[src/rtl/pipe_pkg.sv]
`default_nettype none
// ============================================================================
// Module      : pipe_pkg
// Description : Shared types for the hazard/forwarding controller.
// Revision    : 1.0 - initial release
// ============================================================================
package pipe_pkg;

    // One in-flight instruction as seen by the hazard logic
    typedef struct packed {
        logic       valid;
        logic [4:0] rd;
        logic       rf_en;
        logic       is_load;
    } hz_desc_t;

    // Forward select value meaning "take the operand from the register file"
    localparam int FWD_RF = 0;

    typedef enum logic {
        HZ_RUN   = 1'b0,
        HZ_FLUSH = 1'b1
    } hz_state_t;

    // x0 is hard-wired to zero, so a write to it never produces a value to forward
    function automatic logic is_writer(input hz_desc_t d);
        return d.valid & d.rf_en & (d.rd != 5'd0);
    endfunction

endpackage
`default_nettype wire

[src/rtl/hz_scoreboard.sv]
`default_nettype none
// ============================================================================
// Module      : hz_scoreboard
// Description : DEPTH-entry shift register of in-flight writer descriptors,
//               entry 0 = execute, entry DEPTH-1 = write-back.
// Revision    : 1.0 - initial release
// ============================================================================
module hz_scoreboard
    import pipe_pkg::*;
#(
    parameter int DEPTH = 2
) (
    input  logic                   clk,
    input  logic                   rst,
    input  logic                   bubble,
    input  hz_desc_t               din,
    output hz_desc_t [DEPTH-1:0]   entries
);

    // Advance the pipeline image one stage per cycle; a bubble replaces the decode slot
    always_ff @(posedge clk or negedge rst) begin
        if (!rst) begin
            entries <= '0;
        end else begin
            entries[0] <= bubble ? hz_desc_t'('0) : din;
            for (int i = 1; i < DEPTH; i++) begin
                entries[i] <= entries[i-1];
            end
        end
    end

endmodule
`default_nettype wire

[src/rtl/hazard_ctrl.sv]
`default_nettype none
// ============================================================================
// Module      : hazard_ctrl
// Description : Multi-stage forwarding select, load-use stall and redirect
//               flush controller with saturating stall/flush counters.
// Revision    : 1.0 - initial release
// ============================================================================
module hazard_ctrl
    import pipe_pkg::*;
#(
    parameter int DEPTH        = 2,
    parameter int LOAD_READY   = 1,
    parameter int ALU_READY    = 0,
    parameter int FLUSH_CYCLES = 1,
    parameter int CNT_W        = 16
) (
    input  logic                       clk,
    input  logic                       rst,
    input  logic                       d_valid,
    input  logic [4:0]                 d_rs1,
    input  logic [4:0]                 d_rs2,
    input  logic                       d_rs1_used,
    input  logic                       d_rs2_used,
    input  logic [4:0]                 d_rd,
    input  logic                       d_rf_en,
    input  logic                       d_is_load,
    input  logic                       redirect,
    output logic [$clog2(DEPTH+1)-1:0] fwd_sela,
    output logic [$clog2(DEPTH+1)-1:0] fwd_selb,
    output logic                       stall,
    output logic                       flush,
    output logic [CNT_W-1:0]           stall_cnt,
    output logic [CNT_W-1:0]           flush_cnt
);

    localparam int              SEL_W   = $clog2(DEPTH+1);
    localparam logic [3:0]      RELOAD  = 4'(FLUSH_CYCLES - 1);
    localparam logic [CNT_W-1:0] CNT_MAX = {CNT_W{1'b1}};

    hz_desc_t [DEPTH-1:0] entries;
    hz_desc_t             dec_desc;
    logic                 bubble;
    logic                 hold_a;
    logic                 hold_b;
    logic [SEL_W-1:0]     sel_a;
    logic [SEL_W-1:0]     sel_b;
    hz_state_t            state_q;
    hz_state_t            state_d;
    logic [3:0]           ctr_q;
    logic [3:0]           ctr_d;

    assign dec_desc = {d_valid, d_rd, d_rf_en, d_is_load};
    assign bubble   = flush | stall;

    hz_scoreboard #(
        .DEPTH   (DEPTH)
    ) u_scoreboard (
        .clk     (clk),
        .rst     (rst),
        .bubble  (bubble),
        .din     (dec_desc),
        .entries (entries)
    );

    // Youngest matching writer wins; {hold, sel} where hold means the winner
    // is too early in the pipe and an older match must not be used instead
    function automatic logic [SEL_W:0] resolve(input hz_desc_t [DEPTH-1:0] ent,
                                               input logic [4:0]           rs,
                                               input logic                 reads);
        logic             found;
        logic             win_load;
        int               win;
        logic             ready;
        logic [SEL_W-1:0] sel;
        logic             hold;
        found    = 1'b0;
        win_load = 1'b0;
        win      = 0;
        sel      = SEL_W'(FWD_RF);
        hold     = 1'b0;
        for (int k = DEPTH - 1; k >= 0; k--) begin
            if (is_writer(ent[k]) && (ent[k].rd == rs)) begin
                found    = 1'b1;
                win      = k;
                win_load = ent[k].is_load;
            end
        end
        if (reads && (rs != 5'd0) && found) begin
            ready = win_load ? (win >= LOAD_READY) : (win >= ALU_READY);
            if (ready) begin
                sel = SEL_W'(win + 1);
            end else begin
                hold = 1'b1;
            end
        end
        return {hold, sel};
    endfunction

    // Operand forwarding selects and load-use stall; a squashed decode never stalls
    always_comb begin
        {hold_a, sel_a} = resolve(entries, d_rs1, d_valid & d_rs1_used);
        {hold_b, sel_b} = resolve(entries, d_rs2, d_valid & d_rs2_used);
        fwd_sela        = sel_a;
        fwd_selb        = sel_b;
        stall           = (hold_a | hold_b) & ~flush;
    end

    // Redirect FSM state and flush countdown register
    always_ff @(posedge clk or negedge rst) begin
        if (!rst) begin
            state_q <= HZ_RUN;
            ctr_q   <= 4'd0;
        end else begin
            state_q <= state_d;
            ctr_q   <= ctr_d;
        end
    end

    // Redirect FSM next state; the redirect cycle itself is the first flush cycle
    always_comb begin
        state_d = state_q;
        ctr_d   = ctr_q;
        if (redirect) begin
            if (FLUSH_CYCLES > 1) begin
                state_d = HZ_FLUSH;
                ctr_d   = RELOAD;
            end else begin
                state_d = HZ_RUN;
                ctr_d   = 4'd0;
            end
        end else begin
            unique case (state_q)
                HZ_RUN: begin
                    state_d = HZ_RUN;
                end
                HZ_FLUSH: begin
                    if (ctr_q <= 4'd1) begin
                        state_d = HZ_RUN;
                        ctr_d   = 4'd0;
                    end else begin
                        ctr_d   = ctr_q - 4'd1;
                    end
                end
                default: begin
                    state_d = HZ_RUN;
                    ctr_d   = 4'd0;
                end
            endcase
        end
    end

    assign flush = redirect | (state_q == HZ_FLUSH);

    // Saturating performance counters
    always_ff @(posedge clk or negedge rst) begin
        if (!rst) begin
            stall_cnt <= '0;
            flush_cnt <= '0;
        end else begin
            if (stall && (stall_cnt != CNT_MAX)) begin
                stall_cnt <= stall_cnt + 1'b1;
            end
            if (redirect && (flush_cnt != CNT_MAX)) begin
                flush_cnt <= flush_cnt + 1'b1;
            end
        end
    end

endmodule
`default_nettype wire

[config.mk]
export PLATFORM = sky130hd
export DESIGN_NAME = hazard_ctrl
export DESIGN_NICKNAME = d
export VERILOG_FILES = /design/src/rtl/pipe_pkg.sv /design/src/rtl/hz_scoreboard.sv /design/src/rtl/hazard_ctrl.sv
export SDC_FILE = /design/constraint.sdc
export NUM_CORES = 1
export LEC_CHECK = 0
export BUFFER_PORTS_ARGS = -buffer_cell sky130_fd_sc_hd__buf_2
export CAP_MARGIN = 20
export CORE_MARGIN = 2
export CORE_UTILIZATION = 45
export CTS_BUF_LIST = sky130_fd_sc_hd__clkbuf_4 sky130_fd_sc_hd__clkbuf_8
export CTS_CLUSTER_DIAMETER = 200
export DETAILED_ROUTE_END_ITERATION = 12
export HOLD_SLACK_MARGIN = 0.12
export PLACE_DENSITY = 0.72
export SYNTH_ARGS = -nofsm -noshare
export SYNTH_HDL_FRONTEND = slang
export SYNTH_SLANG_ARGS = --single-unit
[constraint.sdc]
create_clock -name clk -period 2.46 [get_ports clk]
set_input_delay 0.246 -clock clk [delete_from_list [all_inputs] [get_ports clk]]
set_output_delay 0.246 -clock clk [all_outputs]
set_load 0.005 [all_outputs]
# ---- Word-level counts from Yosys, hierarchy flattened
# Index checks and enable logic that the tools add are counted.
dict set report classes {
  n_reduce_logical 15
  add_sub_neg 5
  n_mux 29
  bitwise_logic 12
  eq_ne 6
  magnitude_cmp 5
}
# cell n
set op_table {}
lappend op_table {{32-bit by 1-bit greater-or-equal comparator with 1-bit output (second input constant)} 2}
lappend op_table {{32-bit by 2-bit greater-or-equal comparator with 1-bit output (second input constant)} 2}
lappend op_table {{16-bit by 1-bit adder with 16-bit output (second input constant)} 2}
lappend op_table {{16-bit != test (second input constant)} 2}
lappend op_table {{5-bit equality test} 4}
lappend op_table {{1-bit 2-to-1 mux} 20}
lappend op_table {{5-bit nonzero test} 4}
lappend op_table {{4-bit 2-to-1 mux} 3}
lappend op_table {{1-bit logical AND} 10}
lappend op_table {{2-bit 2-to-1 mux} 4}
lappend op_table {{8-bit 2-to-1 mux} 1}
lappend op_table {{1-bit AND} 7}
lappend op_table {{2-bit adder (second input constant)} 2}
lappend op_table {{4-bit by 1-bit less-or-equal comparator with 1-bit output (second input constant)} 1}
lappend op_table {{4-bit by 1-bit subtractor with 4-bit output (second input constant)} 1}
lappend op_table {{1-bit bitwise OR} 3}
lappend op_table {{1-bit inverter} 2}
lappend op_table {{1-bit case mux with 2 select lines} 1}
lappend op_table {{2-bit nonzero test} 1}
dict set report totals {
  word_cells 84
  reg_bits 53
  input_bits 23
}

# ---- Logic depth before layout (Yosys ltp)
# Gate-level depths: netlist of run 1.
dict set report logic_depth {
  word_depth 13
  depth_mapped 8
  ltp_nobuf 7
}

# ---- Modules after synthesis
# A second synthesis of run 1 with hierarchy kept.
dict set report hier_totals {
  cells_unflattened 251
  hier_area_um2 2636.3
}
# mod cells_each n_inst area_per_inst_um2
set modules_own_cells {}
lappend modules_own_cells {hazard_ctrl 227 1 2185.8}
lappend modules_own_cells {hz_scoreboard 24 1 450.4}

# ---- Worst setup path after synthesis of run 1
# OpenSTA, ideal clock, no wires.
dict set report synth_timing {
  kind {flip-flop to flip-flop}
  start {register, netlist name u_scoreboard.entries[3]}
  end {register stall_cnt[5]}
  arrival_time_ns 2.298
  slack_ns 0.038
  setup_ns 0.124
  path_stages_with_launch 8
  t_required_ns 2.336
  cell_sequence {dfrtp_1 -> xor2_1 -> or4_1 -> or4_4 -> a211oi_4 -> buf_8 -> nand4_4 -> xnor2_2}
}
dict set report synth_between {
  elab_chain_len 11
}
# item line
set synth_rtl {}
lappend synth_rtl {{5-bit nonzero test} pipe_pkg.sv:27} ;# return d.valid & d.rf_en & (d.rd != 5'd0);
lappend synth_rtl {{1-bit AND} pipe_pkg.sv:27}
lappend synth_rtl {{1-bit logical AND} hazard_ctrl.sv:82} ;# if (is_writer(ent[k]) && (ent[k].rd == rs)) begin
lappend synth_rtl {{1-bit 2-to-1 mux} hazard_ctrl.sv:82}
lappend synth_rtl {{32-bit by 1-bit greater-or-equal comparator with 1-bit output or 32-bit by 2-bit greater-or-equal comparator with 1-bit output (tied branches)} hazard_ctrl.sv:89} ;# ready = win_load ? (win >= LOAD_READY) : (win >= ALU_READY);
lappend synth_rtl {{1-bit 2-to-1 mux} hazard_ctrl.sv:89}
lappend synth_rtl {{1-bit 2-to-1 mux} hazard_ctrl.sv:90} ;# if (ready) begin
lappend synth_rtl {{1-bit 2-to-1 mux} hazard_ctrl.sv:88} ;# if (reads && (rs != 5'd0) && found) begin
lappend synth_rtl {{1-bit bitwise OR (*)} hazard_ctrl.sv:105} ;# stall = (hold_a | hold_b) & ~flush;
lappend synth_rtl {{1-bit AND (*)} hazard_ctrl.sv:105}
lappend synth_rtl {{1-bit logical AND (*)} hazard_ctrl.sv:160} ;# if (stall && (stall_cnt != CNT_MAX)) begin
lappend synth_rtl {{to (signal assigned)} hazard_ctrl.sv:161} ;# stall_cnt <= stall_cnt + 1'b1;
lappend synth_rtl {{to (decl)} hazard_ctrl.sv:32} ;# output logic [CNT_W-1:0] stall_cnt,
# Mark *: on every way between the ends. The rest lies on a longest branch, timed or not.
# A chain may end at the register's enable or synchronous reset.

# ---- Worst setup path after layout of run 1
dict set report layout_timing {
  start {register, netlist name u_scoreboard.entries[3]}
  end {register stall_cnt[6]}
}
dict set report layout_between {
  elab_chain_len 11
}
# item line
set layout_rtl {}
lappend layout_rtl {{5-bit nonzero test} pipe_pkg.sv:27}
lappend layout_rtl {{1-bit AND} pipe_pkg.sv:27}
lappend layout_rtl {{1-bit logical AND} hazard_ctrl.sv:82}
lappend layout_rtl {{1-bit 2-to-1 mux} hazard_ctrl.sv:82}
lappend layout_rtl {{32-bit by 1-bit greater-or-equal comparator with 1-bit output or 32-bit by 2-bit greater-or-equal comparator with 1-bit output (tied branches)} hazard_ctrl.sv:89}
lappend layout_rtl {{1-bit 2-to-1 mux} hazard_ctrl.sv:89}
lappend layout_rtl {{1-bit 2-to-1 mux} hazard_ctrl.sv:90}
lappend layout_rtl {{1-bit 2-to-1 mux} hazard_ctrl.sv:88}
lappend layout_rtl {{1-bit bitwise OR (*)} hazard_ctrl.sv:105}
lappend layout_rtl {{1-bit AND (*)} hazard_ctrl.sv:105}
lappend layout_rtl {{1-bit logical AND (*)} hazard_ctrl.sv:160}
# Marked as above.

==> flow_summary.ini, run 1 <==
[run_status]
status = complete, no violations

[route]
viasPerCell = 5.11
firstDrtPassIters = 4
routed_wl_microns = 5110
num_vias = 1913
detail-route-antenna-nets = 0
wl_per_cell_microns = 13.7
drcViolationCount = 0
drtIter0Drc = 103

[synth]
synth_edf_count = 0
yosys.area.top_type = dfrtp_1
synth_area_sq_um = 2520
ys_seq_elements = 52
async_flop_share_pct = 100
synth.top_cell.area_share_pct = 51.6
synth.avg_cell_area_sq_um = 11.2
synthCells = 225
seq_area_frac_synth_pct = 51.6
syn_nets = 252
yosysUniqueCellTypes = 36
synthFlopType = dfrtp_1
yosysWarnings = 0
synth_area_leaders = dfrtp_1 52%, xnor2_1 12%, xor2_1 4.5%

[clock_tree]
clkSlewWorstSetupHoldPaths_ps = 90
cts_buffer_depth = 2
clkSinkCount = 52
cts_tree = done
clk_latency_ps = 300
numCtsBuffers = 5
cts-root-buf = clkbuf_8
cts-htree-levels = 2

[final_layout]
nNetsFinal = 328
postLayoutCoreUtil_pct = 57.9
antenna_cells = 0
area_delta_synth_final_pct = 25.7
fin_cells = 374
drive_above_1_share_pct = 31.5

[min_path]
min_path_type = primary input to register
min_to = ctr_q[2]
min_from = redirect
min_path_cells = 2

[worst_setup_path]
crit_path_start_kind = register
required_ps = 2650
cpPeakStageDelay_ps = 500
path_cells = xor2_1, or4_1, or4_4, a211oi_4, buf_12, buf_12, nand3_4, xnor2_2
path_class = register to register
timing.rr.start = u_scoreboard.entries[3]
cp_common_cell = buf_12
cp-end-kind = register
arrival_ps = 2610
rrSetupSlack_ps = 40
cpMaxStageDelayCell = or4_1
rr_worst_depth = 8
critPathMaxFanout = 13
rr_endpoint = stall_cnt[6]

[power]
p_leak_uw = 0.00156
peakVddDrop_mv = 0.428
p_total_uw = 1890
p_per_area_nw_per_um2 = 596

[timing]
period_minus_slack_ps = 2420
hold_violations = 0
slew_headroom_pct = 47.8
grt_setup_unrepaired = yes
worst_pin_slew_ps = 783
worst_clock_skew_ps = 10.0
max_freq_mhz = 413
slew_violations = 0
setup_viol = 0
fin_tns_setup_ps = 0
whs_ps = 143
fin_crit_sh_pct = 98.4

[placed_design]
gp_congestion = 0.874
port-buffer-count = 60
hpwl_microns = 3850
dp_cells = 364

[die]
dieWidth_microns = 78.9
die_height_microns = 78.9
initial_core_util_pct = 46.1
die_area_sq_um = 6220
row_count = 27
core-area_sq_um = 5470
ios = 61

[run]
cap_viol_max_count = 0

[grt]
antenna_found_initial = 0
track_usage_pct = 17.6
grt_pass1_wl_microns = 8710
grt_pass1_vias = 1939
grt-ovfl-total = 0
grt_max_degree = 37
-- layout make-up --
cell class	count	area [sq um]
clock buffers	7	96.3
clock inverters	1	30.0
fillers	502	2300
inverters	6	22.5
multi-input cells	164	1210
flip-flops and latches	52	1300
well taps	72	90.1
repair buffers	72	418
-- cell usage after synthesis, types with 2 or more instances --
| cell | n |
|---|---|
| and3_1 | 7 |
| nor3_1 | 7 |
| nand2_1 | 16 |
| dfrtp_1 | 52 |
| a21oi_1 | 4 |
| nand3_1 | 14 |
| nand4_1 | 12 |
| or4_1 | 4 |
| nand3_2 | 5 |
| mux2_2 | 3 |
| xnor2_1 | 35 |
| nor2_1 | 11 |
| xor2_1 | 13 |
| and2_1 | 8 |
| and4_1 | 2 |
| nor4_1 | 3 |
| o21ai_0 | 2 |
| ha_1 | 4 |
| inv_1 | 6 |
-- cells by family (layout without fill, tap and decap cells) --
| family | after synthesis | in the layout | synth area share (%) |
|---|---|---|---|
| buf+inv | 9 | 86 | 1.79 |
| compound gates | 13 | 13 | 3.92 |
| xor+xnor | 49 | 49 | 17.3 |
| fa+ha+maj | 4 | 4 | 1.98 |
| flops | 52 | 52 | 51.6 |
| simple gates | 95 | 95 | 22.1 |
| mux | 3 | 3 | 1.34 |
-- repair_timing --
item	CTS	global route
hold buffers	1	0
endpoints found under the hold margin	34	0
pin swaps	3	2
gates resized for setup	2	5
setup endpoints to repair	3	6
cloned	0	0
setup buffers	1	0
-- critical path: cells and delay by family, from the launching register on --
kind            cells  cell delay, ps
compound gates      1             260
buf+inv             2             300
flops               1             390
simple gates        3            1050
xor+xnor            2             310
-- worst max-delay path by stage --
| stage | slack, ps | startpoint | depth (start not counted) | end |
|---|---|---|---|---|
| 2_1_floorplan | 40 | u_scoreboard.entries[3] | 7 | stall_cnt[5] |
| 3_3_place_gp | 30 | u_scoreboard.entries[3] | 6 | stall_cnt[1] |
| 3_5_place_dp | 20 | u_scoreboard.entries[3] | 6 | stall_cnt[1] |
| 4_1_cts | 30 | u_scoreboard.entries[3] | 6 | stall_cnt[1] |
| 5_1_grt | -50 | u_scoreboard.entries[3] | 5 | stall |
| 6_report | 40 | u_scoreboard.entries[3] | 8 | stall_cnt[6] |
-- sequential cells by signal, summed over array words and instances, names as in the netlist --
name	cells
flush_cnt	16
state_q	1
ctr_q	4
u_scoreboard.entries	15
stall_cnt	16
-- metrics by stage --
step	setup WS, ps	instance area [sq um]
floorplan	37.9	2520
global placement	33.4	2980
detailed placement	20.6	2980
CTS	32.2	3140
global route	-53.2	3170
finish	38.8	3170
-- power by group --
| part | internal [uW] | leakage [uW] | switching, uW |
|---|---|---|---|
| clock network | 359 | 0.0000645 | 263 |
| logic | 142 | 0.000792 | 124 |
| registers | 921 | 0.000699 | 79.8 |
-- metal layers --
metal | routed length [microns] | GRT usage, % | vias to the layer above
met5 | 0 | 0 | -
met4 | 52 | 5.34 | 0
met3 | 238 | 4.32 | 5
met2 | 2530 | 28.4 | 40
met1 | 2280 | 23.7 | 932
li1 | - | - | 936
-- cell usage in the layout, fill, tap and decap left out, types with 2 or more instances in the layout --
master	instances
inv_1	6
clkbuf_8	7
and3_1	7
buf_4	9
dfrtp_1	52
nor3_1	7
and2_1	8
buf_2	60
nand3_1	14
nand4_1	12
or4_1	3
nand3_4	2
nor4_1	3
buf_12	2
mux2_2	2
nor2_1	11
ha_1	4
and4_1	2
nand2_1	16
or4_4	3
xnor2_2	2
xnor2_1	34
xor2_1	13
a21oi_1	3
o21ai_0	2
nand3_2	3
No activity file was read; power rests on OpenSTA's default activity.
==> run 2, diff against run 1 <==
Settings changed: RECOVER_POWER set to 25.
==> run 2 against run 1 <==
  * Setup slack improved by 3.2 ps
  * Largest power group unchanged
  * Wire length did not move
  * Cell count did not move
  * Utilization fell by 0.37 points
  * Worst hold slack barely moved
  * Cell area fell by 0.63%
  * Clock-buffer cell count did not move
  * Sequential power barely moved
  * Clock skew rose by 1.6 ps
  * Combinational power barely moved
  * Critical path type unchanged
  * Global-route usage did not move
  * Highest routed layer unchanged
  * Register-to-register slack barely moved
==> flow_summary.ini, run 2 (synthesis results as in run 1) <==
[clock_tree]
clkSinkCount = 52
cts_buffer_depth = 2
numCtsBuffers = 5
cts-root-buf = clkbuf_8
clk_latency_ps = 300
clkSlewWorstSetupHoldPaths_ps = 90
cts-htree-levels = 2
cts_tree = done

[die]
dieWidth_microns = 78.9
row_count = 27
die_height_microns = 78.9
initial_core_util_pct = 46.1
die_area_sq_um = 6220
core-area_sq_um = 5470
ios = 61

[power]
p_total_uw = 1890
combPwrFrac_pct = 13.9
p_leak_uw = 0.00150
swShare_pct = 24.8
switching_power_uw = 467
p_int_uw = 1420
peakVddDrop_mv = 0.428
p_per_area_nw_per_um2 = 599
sequentialPowerShare_pct = 53.1
clkPwrFrac_pct = 33.0

[worst_setup_path]
arrival_ps = 2610
cpPeakStageDelay_ps = 500
critPathMaxFanout = 13
cpMaxStageDelayCell = or4_1
required_ps = 2650
rrSetupSlack_ps = 40
cp-end-kind = register
path_class = register to register
crit_path_start_kind = register
path_cells = xor2_1, or4_1, or4_4, a211oi_4, buf_12, buf_12, nand3_4, xnor2_2
cp_common_cell = buf_12

[route]
drcViolationCount = 0
viasPerCell = 5.16
firstDrtPassIters = 4
num_vias = 1928
wl_per_cell_microns = 13.7
drtIter0Drc = 107
routed_wl_microns = 5110
detail-route-antenna-nets = 0

[timing]
fin_crit_sh_pct = 98.3
fin_tns_setup_ps = 0
slew_violations = 0
setup_viol = 0
worst_clock_skew_ps = 11.6
slew_headroom_pct = 48.1
worst_pin_slew_ps = 778
hold_violations = 0
whs_ps = 143
period_minus_slack_ps = 2420
grt_setup_unrepaired = yes
max_freq_mhz = 414

[final_layout]
final_common_cell = dfrtp_1
area_delta_synth_final_pct = 24.9
drive_above_1_share_pct = 26.8
mostFrequentLayoutCells = 52 x dfrtp_1, 47 x buf_2, 34 x xnor2_1, 16 x nand2_1, 14 x nand3_1
fin_area_sq_um = 3150
nFillCells = 505
nNetsFinal = 328
largestRegisters = flush_cnt (16), stall_cnt (16), u_scoreboard.entries (15)
antenna_cells = 0

[placed_design]
place_area_sq_um = 2980
port-buffer-count = 60
hpwl_microns = 3850
gp_congestion = 0.874

[run]
cap_viol_max_count = 0

[grt]
grt_pass1_wl_microns = 8710
grt_max_degree = 37
grt_pass1_vias = 1939
antenna_found_initial = 0
track_usage_pct = 17.6
grt-ovfl-total = 0

[run_status]
status = complete, no violations

[min_path]
min_path_type = primary input to register
-- run 2: changes by cell type in the layout (fill, tap and decap cells not counted), sizes merged --
| cell | change |
|---|---|
| clkbuf | +13 |
| buf | -13 |
-- run 2: power groups by stage --
| stage | sequential, uW | clock [uW] | combinational, uW |
|---|---|---|---|
| floorplan | 1010 | 0 | 132 |
| global placement | 1020 | 0 | 257 |
| detailed placement | 1020 | 0 | 268 |
| CTS | 1000 | 635 | 271 |
| global route | 1020 | 685 | 299 |
| finish | 1000 | 623 | 263 |
-- run 2: timing repair --
item                                    in CTS  in global routing
buffers inserted                             1                  0
endpoints found under the setup margin       3                  6
gates resized for setup                      2                  5
endpoints found under the hold margin       34                  0
hold buffers                                 1                  0
pin swaps                                    3                  2
-- run 2: area by class of cell --
class / count / area [sq um] / share of cell area [%]
Sequential cell: 52 / 1300 / 41.3
Multi-Input combinational cell: 164 / 1210 / 38.5
Timing Repair Buffer: 72 / 398 / 12.6
Clock buffer: 7 / 96.3 / 3.06
Tap cell: 72 / 90.1 / 2.86
Clock inverter: 1 / 30.0 / 0.953
Inverter: 6 / 22.5 / 0.715
-- run 2: per-layer routing --
layer | part of all wire, % | track usage, % | vias up | wire [microns]
met4 | 1.0 | 5.34 | 0 | 51
met1 | 45 | 23.7 | 947 | 2310
li1 | - | - | 936 | -
met2 | 50 | 28.4 | 40 | 2540
met3 | 4.1 | 4.32 | 5 | 209
met5 | 0 | 0 | - | 0
-- run 2: metrics by stage --
| step | util, % | worst slack [ps] | instances |
|---|---|---|---|
| finish | 57.6 | 42.0 | 374 |
| global route | 57.6 | -53.2 | 374 |
| CTS | 57.4 | 32.2 | 374 |
| detailed placement | 54.4 | 20.6 | 364 |
| global placement | 54.4 | 33.4 | 364 |
| floorplan | - | 37.9 | 225 |
-- run 2: path summary, 6_finish.rpt --
check	cells after the start	endpoint	startpoint
worst max-delay path	8	stall_cnt[6]	u_scoreboard.entries[3]
worst min-delay path	2	ctr_q[2]	redirect
worst max register to register	8	stall_cnt[6]	u_scoreboard.entries[3]
worst min register to register	0	u_scoreboard.entries[15]	u_scoreboard.entries[7]
max in group asynchronous	3	u_scoreboard.entries[9]	rst
min in group asynchronous	2	ctr_q[3]	rst
-- run 2: critical path: cells and delay by family, from the launching register on --
kind	cells	cell delay [ps]
AND/OR/NAND/NOR	3	1050
flip-flops	1	390
XOR/XNOR	2	310
buffers and inverters	2	300
AO/OA/AOI/OAI	1	260
==> run 3, diff against run 2 <==
Settings changed: BUFFER_PORTS_ARGS -buffer_cell sky130_fd_sc_hd__buf_2 to -buffer_cell sky130_fd_sc_hd__clkbuf_2, CTS_CLUSTER_DIAMETER 200 to unset.
==> run 3 against run 2 <==
  * Critical path depth down 3
  * Cell area is 2.1% lower
  * Non-clock buffer count fell by 1
  * Fmax fell by 1.5%
  * Sequential share of layout area rose by 0.91 points
  * Utilization fell by 1.2 points
  * Setup slack got worse by 38 ps
  * Clock-buffer cell count fell by 2
  * Largest cell class unchanged
  * Register-to-register slack lost 40 ps
==> flow_summary.ini, run 3 (synthesis results as in run 1) <==
[run_status]
status = complete, no violations

[timing]
slew_headroom_pct = 31.7
grt_setup_unrepaired = yes
worst_pin_slew_ps = 1020
whs_ps = 143
hold_violations = 0
worst_clock_skew_ps = 12.2
slew_violations = 0
setup_viol = 0
fin_crit_sh_pct = 99.8
period_minus_slack_ps = 2460
max_freq_mhz = 407

[worst_setup_path]
arrival_ps = 2210
cpMaxStageDelayCell = or4_1
cpPeakStageDelay_ps = 500
path_class = register to output pin
required_ps = 2210
cp_num_buf_inv = 1
cp-end-kind = output pin
path_delay_family = simple AND/OR/NAND/NOR gates
critPathMaxFanout = 4
path_cells = xor2_1, or4_1, or4_4, a21oi_2, clkbuf_2
crit_path_start_kind = register

[route]
drtIter0Drc = 95
routed_wl_microns = 5170
detail-route-antenna-nets = 0
firstDrtPassIters = 4
wl_per_cell_microns = 13.9
viasPerCell = 5.24
num_vias = 1956
drcViolationCount = 0

[die]
die_area_sq_um = 6220
ios = 61
dieWidth_microns = 78.9
initial_core_util_pct = 46.1
die_height_microns = 78.9
row_count = 27
core-area_sq_um = 5470

[clock_tree]
cts_buffer_depth = 2
cts-root-buf = clkbuf_8
cts-htree-levels = 2
clkSlewWorstSetupHoldPaths_ps = 90
cts_tree = done
clkSinkCount = 52
clk_latency_ps = 300
numCtsBuffers = 5

[min_path]
min_path_type = primary input to register

[final_layout]
final_common_cell = clkbuf_2
antenna_cells = 0
postLayoutCoreUtil_pct = 56.3
largestRegisters = flush_cnt (16), stall_cnt (16), u_scoreboard.entries (15)
fin_cells = 373
fin_area_sq_um = 3080
area_delta_synth_final_pct = 22.2
drive_above_1_share_pct = 29.6
nNetsFinal = 327
mostFrequentLayoutCells = 58 x clkbuf_2, 52 x dfrtp_1, 34 x xnor2_1, 16 x nand2_1, 14 x nand3_1

[power]
p_per_area_nw_per_um2 = 561
peakVddDrop_mv = 0.505
p_leak_uw = 0.00149

[placed_design]
place_area_sq_um = 2970
dp_cells = 363
gp_congestion = 0.883
hpwl_microns = 4040
port-buffer-count = 60

[grt]
grt_pass1_vias = 1904
grt_max_degree = 20
grt-ovfl-total = 0
grt_pass1_wl_microns = 8800
antenna_found_initial = 0
track_usage_pct = 17.7

[run]
cap_viol_max_count = 0
[run 3: worst paths after layout]
path,start,to,slack (ps),depth (start not counted)
worst max-delay path,u_scoreboard.entries[3],stall,4,5
worst min-delay path,d_rd[4],u_scoreboard.entries[6],140,2
worst max register to register,u_scoreboard.entries[3],stall_cnt[3],4,7
worst min register to register,u_scoreboard.entries[7],u_scoreboard.entries[15],400,0
max in group asynchronous,rst,stall_cnt[12],540,3
min in group asynchronous,rst,ctr_q[1],630,2
[run 3: metal layers]
metal	up-vias	global-route usage, %	wire length [microns]
met5	-	0	0
met4	0	3.97	52
met3	8	3.98	227
met2	48	29.1	2490
met1	959	24.3	2400
li1	941	-	-
[run 3: timing repair]
item                                    4_1_cts  5_1_grt
gates resized for setup                       3        1
endpoints found under the setup margin        3        9
hold buffers                                  1        0
endpoints found under the hold margin        17        0
pin swaps                                     2        1
setup buffers                                 1        0
[run 3: power by group]
| part | internal [uW] | switching, uW |
|---|---|---|
| sequential | 921 | 83.2 |
| combinational | 139 | 120 |
| clock | 199 | 269 |
| total | 1260 | 472 |
[run 3: area by class of cell]
cell class	instances	area, sq um
fillers	518	2390
multi-input cells	164	1190
repair buffers	71	388
clock inverters	3	18.8
well taps	72	90.1
inverters	6	22.5
flip-flops and latches	52	1300
clock buffers	5	68.8
[run 3: through the flow]
| step | setup slack [ps] | TNS (ps) | power (uW) |
|---|---|---|---|
| after floorplan | 37.9 | 0 | 1140 |
| after global placement | 37.2 | 0 | 1270 |
| after detailed placement | -5.58 | -5.58 | 1280 |
| after CTS | -4.83 | -7.28 | 1760 |
| after global routing | -87.1 | -364 | 1820 |
| final | 4.42 | 0 | 1730 |
